`src/rtl/four_bit_sync_down_cntr_pkg.sv`:
```
// Shared constants and types for the 4-bit synchronous down counter.
// Latency: n/a (declarations only).
// Backpressure: n/a.
package four_bit_sync_down_cntr_pkg;

  localparam int CNT_W = 4;

  typedef logic [CNT_W-1:0] cnt_t;
  typedef logic [1:0]       mode_t;

  // Terminal-behaviour encodings applied when a decrement is requested at zero.
  localparam mode_t MODE_WRAP    = 2'b00;
  localparam mode_t MODE_RELOAD  = 2'b01;
  localparam mode_t MODE_ONESHOT = 2'b10;
  // The remaining encoding is reserved and falls back to wrap behaviour.
  localparam mode_t MODE_RSVD    = 2'b11;

  localparam cnt_t CNT_ZERO = '0;
  localparam cnt_t CNT_MAX  = '1;

  // Value the counter takes when it is asked to decrement while at zero.
  // One-shot parks at zero; the completion flag is handled by the caller.
  function automatic cnt_t terminal_count(input mode_t mode, input cnt_t reload_val);
    cnt_t nxt;
    case (mode)
      MODE_RELOAD:  nxt = reload_val;
      MODE_ONESHOT: nxt = CNT_ZERO;
      default:      nxt = CNT_MAX;
    endcase
    return nxt;
  endfunction

  // True when the terminal event should latch the one-shot completion flag.
  function automatic logic terminal_sets_done(input mode_t mode);
    return (mode == MODE_ONESHOT);
  endfunction

endpackage

```
`src/rtl/four_bit_sync_down_cntr.sv`:
```
// 4-bit loadable synchronous down counter with wrap / auto-reload / one-shot terminal modes.
// Latency: count and done update one clk after load/cnt_en; borrow is combinational (zero cycles).
// Backpressure: none; cnt_en gates progress, and a finished one-shot ignores cnt_en until reloaded.
module four_bit_sync_down_cntr
  import four_bit_sync_down_cntr_pkg::*;
(
  input  logic       clk,
  input  logic       rstn,
  input  logic       cnt_en,
  input  logic       load,
  input  logic [3:0] I,
  input  logic [1:0] mode,
  output logic [3:0] count,
  output logic       borrow,
  output logic       done
);

  // Value restored on a reload-mode terminal event; captured on every load.
  cnt_t reload_reg;

  logic at_zero;
  logic dec_req;

  assign at_zero = (count == CNT_ZERO);

  // A decrement is requested when enabled, not overridden by load, and the
  // one-shot has not already completed.
  assign dec_req = cnt_en & ~load & ~done;

  // Cascade borrow: the next stage up decrements in the same cycle this stage
  // leaves zero. Reset forces count/done low, so borrow tracks cnt_en & ~load there.
  assign borrow = dec_req & at_zero;

  // Counter state: load has priority, then enabled decrement, otherwise hold.
  always_ff @(posedge clk or negedge rstn) begin
    if (!rstn) begin
      count      <= CNT_ZERO;
      reload_reg <= CNT_ZERO;
      done       <= 1'b0;
    end else if (load) begin
      count      <= I;
      reload_reg <= I;
      done       <= 1'b0;
    end else if (cnt_en && !done) begin
      if (!at_zero) begin
        count <= count - cnt_t'(1);
      end else begin
        count <= terminal_count(mode, reload_reg);
        if (terminal_sets_done(mode)) begin
          done <= 1'b1;
        end
      end
    end
  end

endmodule

```
`config.mk`:
```
export PLATFORM = sky130hd
export DESIGN_NAME = four_bit_sync_down_cntr
export DESIGN_NICKNAME = d
export VERILOG_FILES = /design/src/rtl/four_bit_sync_down_cntr_pkg.sv /design/src/rtl/four_bit_sync_down_cntr.sv
export SDC_FILE = /design/constraint.sdc
export NUM_CORES = 1
export LEC_CHECK = 0
export ABC_CLOCK_PERIOD_IN_PS = 1400
export CAP_MARGIN = 20
export CORE_MARGIN = 2
export CORE_UTILIZATION = 35
export DETAILED_ROUTE_END_ITERATION = 8
export PLACE_DENSITY_LB_ADDON = 0.12
export RECOVER_POWER = 25
export SLEW_MARGIN = 20
export SYNTH_ARGS = -nofsm -noshare
export SYNTH_HDL_FRONTEND = slang
export SYNTH_SLANG_ARGS = --single-unit
export TNS_END_PERCENT = 20
```
`constraint.sdc`:
```
create_clock -name clk -period 1.4 [get_ports clk]
set_input_delay 0.42 -clock clk [delete_from_list [all_inputs] [get_ports clk]]
set_output_delay 0.42 -clock clk [all_outputs]
set_load 0.005 [all_outputs]
```
Word-level counts from Yosys, hierarchy flattened. Cells that the tools add are included.

Register bits after elaboration: 9. Input bits: 10. Output and inout port bits: 6. Word-level logic and storage cells: 26.

Add/subtract/negate cells: 1. Equality and inequality tests: 2. Muxes and demuxes: 8. Bitwise gates (word level): 5. Reductions and logical operators: 7.

Operator list (count): $mux 4 (3); $pmux 4 s2 (1); $reduce_bool 2->1 (3); $logic_not 4->1 (1); $mux 1 (4); $sub 4x1->4 const B (1); $and 1x1->1 (3); $reduce_and 3->1 (1); $eq 2x1->1 const B (1); $eq 2x2->1 const B (1); $not 1->1 (2); $logic_and 1x1->1 (1); $logic_not 1->1 (1).

Logic depth before layout (Yosys ltp).
Depth after elaboration: 5. Depth in mapped cells: 6. Gate-level depth less buffers: 6.

Worst setup path after synthesis. Ideal clock, no wire load.

Kind: reg-to-output. Start point: register count[0]. End point: output borrow. Data arrival time: 1.142 ns. Data required time: 0.980 ns. Path slack: -0.162 ns. Stages on the path, launching flop included: 5. Buffers on the path: 0. Cells stage by stage: dfrtp_1 inv_1 ha_1 nor3b_4 nor3b_1.

Longest elaborated chain between the ends: 2.

RTL lines: start, declared (line four_bit_sync_down_cntr.sv:13) `output logic [3:0] count,`; start signal, assigned (line four_bit_sync_down_cntr.sv:46) `count <= count - cnt_t'(1);`; start signal, assigned (line four_bit_sync_down_cntr.sv:48) `count <= terminal_count(mode, reload_reg);`; $logic_not 4->1 (line four_bit_sync_down_cntr.sv:24) `assign at_zero = (count == CNT_ZERO);`; $and 1x1->1 (line four_bit_sync_down_cntr.sv:32) `assign borrow = dec_req & at_zero;`; end, declared (line four_bit_sync_down_cntr.sv:14) `output logic borrow,`.

No other way between the ends.

Final worst setup path.
Start point: register count[1]. End point: output borrow.

Same word-level chain as after synthesis.

==> results.ini <==
[routing]
drt-pass1-iter-count = 4
drc = 0
drtAntennaViolNets = 0
routed_wl_um = 1340
via_per_inst = 5.00
num_vias = 520
wl_per_cell_um = 12.9
drt_iter0_markers = 3

[yosys]
synth_edf_count = 0
ys_warn_count = 0
syn_avg_cell_area_um2 = 9.91
synthCells = 52
synth_nets = 63
synthArstFlopShare = 1.00
synth_cell_types = 26
synthTopCellsByCount = dfrtp_1 (9), nor2_1 (7), inv_1 (4)
synth_top_area_share = 0.437
yosysMostFrequentCell = dfrtp_1
synth_area_leader_cell = dfrtp_1
yosys-top-cells-area = dfrtp_1 (44%), mux2_2 (6.6%), nor2_1 (5.1%)
syn_area_um2 = 515
ys.flop_type = dfrtp_1
ys_ff_latch = 9
yosysSeqAreaShare = 0.437

[cells_and_area]
fillCellCount = 111
num-nets-final = 101
register_area_um2 = 225
diodes = 0
fin_cells = 104
final_cell_area_um2 = 870
area_growth_pct = 68.7
drive_gt1_frac = 0.416
multi_input_area_um2 = 297

[sta]
relSlewSlack = 0.722
hold_viol = 0
fin_ws_ns = -0.389
setup_viol = 8
tightest_slew_ns = 0.416
fmax_mhz = 559
period_needed_ns = 1.79
fin_crit_sh = 1.28
finalMaxSlewViolations = 0
skew_ns = 0.00375
rsz0062_at_grt = true

[floorplan]
chipHeight_um = 42.4
start_util = 0.386
dieArea_mm2 = 0.00180
rows = 13
design.core.area_mm2 = 0.00133
ioPinCount = 16
fp.dieW_um = 42.4

[clocking]
clockBufferDepth = 2
cts_buffers = 3
cts_root_buf = clkbuf_4
cts.reportedPaths.clkPinSlew_ns = 0.06
cts-hold-fix-buffers = 0
clock_sinks = 9
clk_latency_ns = 0.26
cts_tree = yes
htreeDepth = 1

[pwr]
p_leak_nw = 0.401
ir_drop_uv = 649
powerDensity_mw_per_mm2 = 911

[global_routing]
grt_max_degree = 13
grt_util_all_layers = 0.182
grt_pass1_wl_um = 2350
first_global_vias = 538
overflow = 0
antenna_found_initial = 0

[setup_path]
critPathLaunch = count[1]
endpoint_kind = primary output
path_max_fanout = 2
worstSetupPathType = flip-flop to primary output
crit_path_end = borrow
r2r.worst_path.cells = 7
reg2reg_slack_ns = -0.17
worstReg2RegEnd = count[1]
worst_ep_required_time_ns = 0.98
reg2reg_from = count[1]
crit_path_start_kind = flip-flop
crit_arrival_ns = 1.37

[run_status]
status = finished, violations left
violations = setup timing

[worst_hold_path]
min_path_type = primary input to async pin

[placement]
gp_congestion = 0.840
place_area_um2 = 793
port_buffers = 15
dp_hpwl_um = 1000
dp.cells = 95

[flow_run]
cap_violations = 0

-- per-layer routing --
metal	up-vias	GRT usage	share of wire
met5	-	0	0
met4	0	0.0750	0.017
met3	4	0.0690	0.057
met2	18	0.302	0.50
met1	239	0.209	0.42
li1	259	-	-
-- critical path, cell delays in order (launching register included) --
cell,delay [ns]
dfrtp_1,0.40
inv_2,0.08
ha_4,0.13
nor3b_4,0.17
nor3b_2,0.19
buf_2,0.14
-- area by class of cell --
type	instances	share of cell area
tap	15	0.0216
sequential	9	0.259
timing repair buffer	34	0.331
inverter	4	0.0173
clock buffer	4	0.0302
multi-input combinational	38	0.341
-- worst min path at each step --
stage	end	cells past startpoint	start	slack [ns]
after floorplan	count[0]	0	rstn	0.12
after global placement	reload_reg[0]	1	reload_reg[0]	0.50
after detailed placement	reload_reg[0]	1	reload_reg[0]	0.50
after CTS	reload_reg[3]	1	rstn	0.47
after global routing	reload_reg[0]	1	reload_reg[0]	0.54
final	done	1	rstn	0.52
-- cell families after synthesis --
kind of cell,share of synthesized area
simple gates,0.233
flops,0.437
compound gates,0.184
mux,0.0849
buf+inv,0.0364
fa+ha+maj,0.0243
-- report_power, final --
group,internal [W],switching (W),total (W)
sequential,0.000287,0.0000193,0.000306
combinational,0.000177,0.000108,0.000285
clock,0.000110,0.0000910,0.000201
-- repair_timing --
item,CTS,global route
setup buffers,4,1
pin swaps,1,2
setup endpoints to repair,10,10
resized for setup,20,3
-- stage by stage --
stage / hold WS (ns) / setup TNS, ns / total power, W / worst slack [ns] / util
after floorplan: 0.124 / -0.283 / 0.000416 / -0.114 / -
after global placement: 0.496 / -2.70 / 0.000551 / -0.671 / 0.595
after detailed placement: 0.502 / -2.83 / 0.000556 / -0.735 / 0.595
after CTS: 0.472 / -1.54 / 0.000794 / -0.402 / 0.651
after global routing: 0.541 / -1.97 / 0.000847 / -0.465 / 0.652
final: 0.517 / -1.46 / 0.000792 / -0.389 / 0.652
-- cells in the final DEF (no fill, tap or decap), types with 2 or more instances in the layout --
cell type / netlist / final
buf_2: 0 / 2
buf_4: 0 / 15
buf_6: 0 / 4
clkbuf_2: 0 / 2
clkbuf_4: 0 / 3
clkdlybuf4s50_1: 0 / 10
dfrtp_1: 9 / 9
inv_1: 4 / 2
inv_2: 0 / 2
mux2_2: 3 / 3
nand2_1: 2 / 2
nand2b_1: 2 / 2
nor2_1: 7 / 7
nor3b_1: 3 / 2
o21ai_0: 3 / 3
No activity file was read; power rests on OpenSTA's default activity.
